$ cat src/rtl/cpu_pkg.sv
// Shared CPU definitions: instruction/address widths, opcode encoding and fetch FSM states.
package cpu_pkg;

    localparam int INSTR_W = 18;
    localparam int ADDR_W  = 14;

    typedef enum logic [3:0] {
        OP_ADD  = 4'h0,
        OP_SUB  = 4'h1,
        OP_AND  = 4'h2,
        OP_OR   = 4'h3,
        OP_XOR  = 4'h4,
        OP_NOT  = 4'h5,
        OP_LD   = 4'h6,
        OP_ST   = 4'h7,
        OP_LDI  = 4'h8,
        OP_MOV  = 4'h9,
        OP_CMP  = 4'hA,
        OP_JMP  = 4'hB,
        OP_JE   = 4'hC,
        OP_JBE  = 4'hD,
        OP_HALT = 4'hF
    } opcode_e;

    typedef enum logic [1:0] {
        FETCH   = 2'd0,
        PRESENT = 2'd1,
        DRAIN   = 2'd2,
        HALT    = 2'd3
    } fetch_state_e;

    function automatic logic [3:0] opcode_of(input logic [INSTR_W-1:0] instr);
        return instr[INSTR_W-1 -: 4];
    endfunction

endpackage

$ cat src/rtl/ifetch_prefetch_buf.sv
// One-entry prefetch register holding {valid, instr, addr}; clear wins over load, load over pop.
module ifetch_prefetch_buf
    import cpu_pkg::*;
(
    input  logic               Clock,
    input  logic               Reset,
    input  logic               load,
    input  logic               clear,
    input  logic               pop,
    input  logic [INSTR_W-1:0] load_instr,
    input  logic [ADDR_W-1:0]  load_addr,
    output logic               valid,
    output logic [INSTR_W-1:0] instr,
    output logic [ADDR_W-1:0]  addr
);

    logic               valid_q, valid_d;
    logic [INSTR_W-1:0] instr_q, instr_d;
    logic [ADDR_W-1:0]  addr_q, addr_d;

    always_comb begin
        valid_d = valid_q;
        instr_d = instr_q;
        addr_d  = addr_q;
        if (clear) begin
            valid_d = 1'b0;
        end else if (load) begin
            valid_d = 1'b1;
            instr_d = load_instr;
            addr_d  = load_addr;
        end else if (pop) begin
            valid_d = 1'b0;
        end
    end

    always_ff @(posedge Clock) begin
        if (Reset) begin
            valid_q <= 1'b0;
            instr_q <= '0;
            addr_q  <= '0;
        end else begin
            valid_q <= valid_d;
            instr_q <= instr_d;
            addr_q  <= addr_d;
        end
    end

    assign valid = valid_q;
    assign instr = instr_q;
    assign addr  = addr_q;

endmodule

$ cat src/rtl/instruction_fetch_unit.sv
// Instruction fetch unit: PC, single-outstanding imem fetch, PC+1 prefetch, decoder redirects.
// Define IFETCH_PERF_EN to add the retired_cnt / redirect_cnt performance counters.
module instruction_fetch_unit
    import cpu_pkg::*;
#(
    parameter logic [ADDR_W-1:0] RESET_PC = '0,
    parameter logic [3:0]        HALT_OP  = 4'hF
) (
    input  logic               Clock,
    input  logic               Reset,
    output logic               imem_req,
    output logic [ADDR_W-1:0]  imem_addr,
    input  logic               imem_valid,
    input  logic [INSTR_W-1:0] imem_rdata,
    output logic [INSTR_W-1:0] Instruction,
    output logic               instr_valid,
    input  logic               instr_ready,
    input  logic               isJump,
    input  logic [ADDR_W-1:0]  JumpAddress,
    output logic [ADDR_W-1:0]  pc,
`ifdef IFETCH_PERF_EN
    output logic [31:0]        retired_cnt,
    output logic [15:0]        redirect_cnt,
`endif
    output logic               halted
);

    fetch_state_e       state_q, state_d;
    logic [ADDR_W-1:0]  fetch_pc_q, fetch_pc_d;
    logic [ADDR_W-1:0]  pc_q, pc_d;
    logic [ADDR_W-1:0]  pend_addr_q, pend_addr_d;
    logic [INSTR_W-1:0] instr_q, instr_d;
    logic               valid_q, valid_d;
    logic               halted_q, halted_d;
    logic               pend_q, pend_d;
    logic               fetch_en_q, fetch_en_d;

    logic               req_raw, resp, xfer, outstanding;
    logic               pf_load, pf_clear, pf_pop, pf_valid;
    logic [INSTR_W-1:0] pf_instr;
    logic [ADDR_W-1:0]  pf_addr;

    ifetch_prefetch_buf u_prefetch (
        .Clock      (Clock),
        .Reset      (Reset),
        .load       (pf_load),
        .clear      (pf_clear),
        .pop        (pf_pop),
        .load_instr (imem_rdata),
        .load_addr  (fetch_pc_q),
        .valid      (pf_valid),
        .instr      (pf_instr),
        .addr       (pf_addr)
    );

    // DRAIN and HALT keep an abandoned request alive at its original address until it completes.
    always_comb begin
        req_raw   = 1'b0;
        imem_addr = fetch_pc_q;
        unique case (state_q)
            FETCH:   req_raw = 1'b1;
            PRESENT: req_raw = !pf_valid;
            DRAIN, HALT: begin
                req_raw   = pend_q;
                imem_addr = pend_addr_q;
            end
            default: req_raw = 1'b0;
        endcase
    end

    // fetch_en_q holds off requests for the cycle after reset so a stale response is never taken.
    assign imem_req    = fetch_en_q & req_raw;
    assign resp        = imem_req & imem_valid;
    assign outstanding = imem_req & ~imem_valid;
    assign xfer        = valid_q & instr_ready;
    assign fetch_en_d  = 1'b1;

    always_comb begin
        state_d     = state_q;
        fetch_pc_d  = fetch_pc_q;
        pc_d        = pc_q;
        instr_d     = instr_q;
        valid_d     = valid_q;
        halted_d    = halted_q;
        pend_d      = pend_q;
        pend_addr_d = pend_addr_q;
        pf_load     = 1'b0;
        pf_clear    = 1'b0;
        pf_pop      = 1'b0;
        unique case (state_q)
            FETCH: begin
                if (resp) begin
                    instr_d    = imem_rdata;
                    pc_d       = fetch_pc_q;
                    fetch_pc_d = fetch_pc_q + ADDR_W'(1);
                    valid_d    = 1'b1;
                    state_d    = PRESENT;
                end
            end
            PRESENT: begin
                if (xfer && opcode_of(instr_q) == HALT_OP) begin
                    valid_d     = 1'b0;
                    halted_d    = 1'b1;
                    pf_clear    = 1'b1;
                    pend_d      = outstanding;
                    pend_addr_d = fetch_pc_q;
                    state_d     = HALT;
                end else if (xfer && isJump) begin
                    valid_d     = 1'b0;
                    pf_clear    = 1'b1;
                    fetch_pc_d  = JumpAddress;
                    pend_d      = outstanding;
                    pend_addr_d = fetch_pc_q;
                    state_d     = outstanding ? DRAIN : FETCH;
                end else if (xfer && pf_valid) begin
                    instr_d = pf_instr;
                    pc_d    = pf_addr;
                    pf_pop  = 1'b1;
                end else if (xfer && resp) begin
                    instr_d    = imem_rdata;
                    pc_d       = fetch_pc_q;
                    fetch_pc_d = fetch_pc_q + ADDR_W'(1);
                end else if (xfer) begin
                    valid_d = 1'b0;
                    state_d = FETCH;
                end else if (resp) begin
                    pf_load    = 1'b1;
                    fetch_pc_d = fetch_pc_q + ADDR_W'(1);
                end
            end
            DRAIN: begin
                if (resp) begin
                    pend_d  = 1'b0;
                    state_d = FETCH;
                end
            end
            HALT: begin
                if (resp) pend_d = 1'b0;
            end
            default: state_d = FETCH;
        endcase
    end

    always_ff @(posedge Clock) begin
        if (Reset) begin
            state_q     <= FETCH;
            fetch_pc_q  <= RESET_PC;
            pc_q        <= RESET_PC;
            pend_addr_q <= RESET_PC;
            instr_q     <= '0;
            valid_q     <= 1'b0;
            halted_q    <= 1'b0;
            pend_q      <= 1'b0;
            fetch_en_q  <= 1'b0;
        end else begin
            state_q     <= state_d;
            fetch_pc_q  <= fetch_pc_d;
            pc_q        <= pc_d;
            pend_addr_q <= pend_addr_d;
            instr_q     <= instr_d;
            valid_q     <= valid_d;
            halted_q    <= halted_d;
            pend_q      <= pend_d;
            fetch_en_q  <= fetch_en_d;
        end
    end

    assign Instruction = instr_q;
    assign instr_valid = valid_q;
    assign pc          = pc_q;
    assign halted      = halted_q;

`ifdef IFETCH_PERF_EN
    logic [31:0] retired_cnt_q, retired_cnt_d;
    logic [15:0] redirect_cnt_q, redirect_cnt_d;

    always_comb begin
        retired_cnt_d  = retired_cnt_q;
        redirect_cnt_d = redirect_cnt_q;
        if (xfer) begin
            retired_cnt_d = retired_cnt_q + 32'd1;
            if (isJump) redirect_cnt_d = redirect_cnt_q + 16'd1;
        end
    end

    always_ff @(posedge Clock) begin
        if (Reset) begin
            retired_cnt_q  <= '0;
            redirect_cnt_q <= '0;
        end else begin
            retired_cnt_q  <= retired_cnt_d;
            redirect_cnt_q <= redirect_cnt_d;
        end
    end

    assign retired_cnt  = retired_cnt_q;
    assign redirect_cnt = redirect_cnt_q;
`endif

endmodule

$ cat config.mk
export PLATFORM = sky130hd
export DESIGN_NAME = instruction_fetch_unit
export DESIGN_NICKNAME = d
export VERILOG_FILES = /design/src/rtl/cpu_pkg.sv /design/src/rtl/ifetch_prefetch_buf.sv /design/src/rtl/instruction_fetch_unit.sv
export SDC_FILE = /design/constraint.sdc
export NUM_CORES = 1
export LEC_CHECK = 0
export CORE_MARGIN = 8
export CORE_UTILIZATION = 54
export DETAILED_ROUTE_END_ITERATION = 12
export PLACE_DENSITY = 0.81
export REMOVE_ABC_BUFFERS = 1
export SLEW_MARGIN = 10
export SYNTH_ARGS = -nofsm -noshare
export SYNTH_HDL_FRONTEND = slang
export SYNTH_HIERARCHICAL = 1
export SYNTH_SLANG_ARGS = --single-unit
$ cat constraint.sdc
create_clock -name Clock -period 3.4 [get_ports Clock]
set_input_delay 1.02 -clock Clock [delete_from_list [all_inputs] [get_ports Clock]]
set_output_delay 1.02 -clock Clock [all_outputs]
set_load 0.02 [all_outputs]
==> impl_results.rst <==
.. list-table::
   :header-rows: 1

   * - Metric
     - Value
   * - Crit Path Max Fanout
     - 10
   * - Final global-route overflow total
     - 0
   * - Hold_buf cts
     - 0
   * - Number of standard cells in the layout, taps in and fillers out
     - 776
   * - Worst rel slew slack
     - 50.5%
   * - Cell area after technology mapping
     - 5300 um2
   * - Hold violation count in the final report
     - 0
   * - I/O pin count
     - 86
   * - Hold Slack
     - around 0.46 ns
   * - Number of antenna repair diodes
     - 0
   * - Commonest cells post-synth
     - 99 x sky130_fd_sc_hd__dfxtp_1, 60 x sky130_fd_sc_hd__nor2_1, 48 x sky130_fd_sc_hd__nand2_1
   * - Initial cell density of the core
     - 55.0%
   * - Global placement routability congestion
     - 0.910
   * - Fillcell total
     - about 830
   * - Maximum VDD drop
     - 0.290 mV
   * - CP Launch Point
     - state_q[1]$_SDFFE_PP0P_
   * - Reg-to-reg endpoint
     - pc[10]$_SDFFE_PP0P_
   * - Leakage power
     - approximately 0.0022 uW
   * - Maximum single-stage delay on the critical path
     - 0.63 ns
   * - TritonCTS clock tree
     - built
   * - Maximum number of pins on one net before global-route repair
     - 129
   * - Sequential cell area fraction in the yosys report
     - 37.4%
   * - Routed wire length
     - 14.1 mm
   * - Global Route Usage Sum
     - 21.3%
   * - Setup Crit Path Kind
     - flop to output pin
   * - Bufs and invs on worst path
     - 2
   * - CP Launch Type
     - flop
   * - DRT Pass-1 Iters
     - 7
   * - Post-detailed-route via-to-cell ratio
     - 6.08
   * - Top Layer Used
     - met4
   * - Cell with the most instances after synthesis
     - sky130_fd_sc_hd__dfxtp_1
   * - Buffer count from post-CTS setup fixing
     - 0
   * - Number of sinks driven by the clock tree
     - 99
   * - Overall power consumption
     - 2930 uW
   * - Vias in the first global route
     - 4595
   * - Die Ht
     - 115 um
   * - Die Wd
     - 115 um
   * - Setup crit end
     - imem_req
   * - Count of state elements after synthesis
     - 99
   * - Top delay family on crit path
     - buffers and inverters
   * - Count of pins over their slew limit
     - 0
   * - Depth of the CTS H-tree
     - 3
   * - Routed met3 length
     - 680 um
   * - Number of warnings issued by yosys
     - 6
   * - Antenna violation net count after detailed routing
     - 0
   * - Period Utilization, post-route
     - just under 100%
   * - Worst setup slack after placement
     - around 0.35 ns
   * - Detailed-routing wirelength on met1
     - 6.21 mm
   * - Worst Reg2Reg Path Length in Cells
     - 8
   * - Clock input transition at the sequential cells of the worst setup and hold paths
     - 0.10 ns
   * - CP Cell Sequence
     - inv_1, ha_1, and2b_4, o31a_1, clkdlybuf4s50_1
   * - Final layout net count
     - roughly 700
   * - Die Footprint
     - 13200 um2
   * - Sort of element at the end of the critical path
     - output pin
   * - Maximum number of buffers from clock root to sink
     - 2
   * - Average footprint of a synthesized cell
     - 9.13 um2
   * - Endpoint required time on the critical path
     - 2.38 ns
   * - Max_cap viols
     - 0
   * - WL/cell
     - ~18 um
   * - Number of clock buffers inserted by TritonCTS
     - 9
   * - Number of enable flip-flop cells after synthesis
     - 0
   * - Area inside the core boundary
     - 9640 um2
   * - FP Rows
     - 36
   * - Worst path arrival time
     - 2.26 ns
   * - Post-synth ARST share
     - 0%
   * - RSZ-0062 raised after global routing
     - no
   * - Worst slew pin tran
     - 0.733 ns
   * - Top-area cell type share of the netlist area
     - 37.4%
   * - Count of input and output buffers
     - 85
   * - Biggest area consumer among synthesized cells
     - sky130_fd_sc_hd__dfxtp_1
   * - Class of the tightest hold or removal check
     - flop to flop
   * - Run status
     - complete, no violations
   * - Fraction of layout cells with a size suffix above 1
     - 14.0%
   * - # setup viols final
     - 0
   * - Number of different library cells in the post-synthesis netlist
     - 57
   * - Area after detailed placement
     - 6200 um2
   * - Instance count of the mapped netlist
     - 581
   * - Global-route wire length before repair
     - 22.7 mm
   * - Main area contributors after synthesis
     - sky130_fd_sc_hd__dfxtp_1 37%, sky130_fd_sc_hd__a311oi_2 7.9%, sky130_fd_sc_hd__nand4bb_1 6.8%, sky130_fd_sc_hd__nor2_1 4.2%, sky130_fd_sc_hd__nand2b_1 3.9%
   * - Worst R2R Start
     - state_q[0]$_SDFFE_PP0P_
   * - Finished layout cell area
     - 6420 um2
   * - Area overhead of the layout relative to synthesis
     - 21.1%
   * - Most used flip-flop cell after synthesis
     - sky130_fd_sc_hd__dfxtp_1
   * - Final worst-path setup slack
     - 0.115 ns
   * - Pwr/cell area
     - 456 nW/um2
   * - Critical Path Slowest Stage Cell
     - sky130_fd_sc_hd__clkdlybuf4s50_1
   * - Number of cells upsized or downsized after cts
     - 9
   * - HPWL after DPL
     - roughly 9 mm
   * - Clk_skew
     - ~0.012 ns
   * - FF-to-FF setup slack
     - 1.02 ns
   * - Maximum clock rate
     - 304 MHz
   * - Tmin final
     - 3.28 ns
   * - Count of placed standard cells including taps
     - approximately 760
   * - Met2 wirelength from detailed routing
     - 6.80 mm
   * - Number of DRC markers after the initial detailed-route iteration
     - about 370
   * - DRC errors left
     - 0
   * - Cell chosen for the clock root
     - sky130_fd_sc_hd__clkbuf_8
   * - Antenna violations before repair
     - 0
   * - Crit. path cell count
     - 5
   * - Number of vias after detailed routing
     - 4717
   * - Clock latency reported for the late side of the worst-skew pair
     - ~0.37 ns
==> area by class of cell <==
cell class	instances	area, um2	share of cell area (%)
clock buffers	10	138	2.14
clock inverters	5	77.6	1.21
inverters	6	22.5	0.351
multi-input cells	421	3010	46.9
flip-flops and latches	99	1980	30.9
well taps	133	166	2.59
repair buffers	102	1020	15.9
==> flip-flops by register name, indices dropped and copies added (netlist names), 2 cells and up <==
signal	flops
u_prefetch/addr	14
pc	14
Instruction	18
pend_addr_q	14
state_q	2
fetch_pc_q	14
u_prefetch/instr	18
==> per-layer routing <==
layer	GRT usage, %	up-vias
li1	-	2270
met1	26.5	2258
met2	34.9	147
met3	3.10	42
met4	11.0	0
met5	0	-
==> layout by cell type (no fill, tap or decap), drive strengths merged, types with 3 or more instances in the layout <==
master / n
a211oi: 7
a21oi: 10
a22oi: 6
a311oi: 32
a31oi: 4
and3: 6
and4: 3
buf: 18
clkbuf: 10
clkdlybuf4s50: 70
dfxtp: 99
dlygate4sd2: 8
dlymetal6s2s: 6
ha: 6
inv: 6
mux2: 14
mux2i: 16
nand2: 50
nand2b: 33
nand3: 39
nand4: 7
nand4bb: 32
nor2: 62
nor3: 7
o21a: 3
o21ai: 40
o311ai: 6
o31a: 5
o31ai: 9
o32ai: 5
==> worst min-delay path by stage <==
stage,to,depth (start not counted),start
floorplan,pend_q$_SDFFE_PP0P_,2,pend_q$_SDFFE_PP0P_
global placement,pend_q$_SDFFE_PP0P_,2,pend_q$_SDFFE_PP0P_
detailed placement,pend_q$_SDFFE_PP0P_,2,pend_q$_SDFFE_PP0P_
CTS,pend_q$_SDFFE_PP0P_,2,pend_q$_SDFFE_PP0P_
global route,pend_q$_SDFFE_PP0P_,2,pend_q$_SDFFE_PP0P_
finish,pend_q$_SDFFE_PP0P_,2,pend_q$_SDFFE_PP0P_
==> metrics by stage <==
stage                     util, %  TNS (ns)
after floorplan                 -     -3.41
after global placement       64.3         0
after detailed placement     64.3         0
after CTS                    66.5         0
after global routing         66.6         0
final                        66.6         0
==> kinds of logic after synthesis <==
logic type               after synthesis  share of synthesized area (%)
AND/OR/NAND/NOR                      246                           26.2
AO/OA/AOI/OAI                        139                           23.1
flip-flops                            99                           37.4
buffers and inverters                 61                           5.92
multiplexers                          30                           5.99
adder cells (fa/ha/maj)                6                           1.42
==> where the power goes <==
group,internal (uW),switching (uW),leakage [uW]
registers,1230,54.5,0.000800
clock network,428,410,0.000108
logic,320,486,0.00130
total,1980,950,0.00221
==> tightest hold or removal path: stages, from the launching register on <==
cell and delay, ns:
sky130_fd_sc_hd__dfxtp_1 0.32, sky130_fd_sc_hd__nand2_1 0.05, sky130_fd_sc_hd__a21oi_1 0.05
Power figures use the tool's default switching activity.
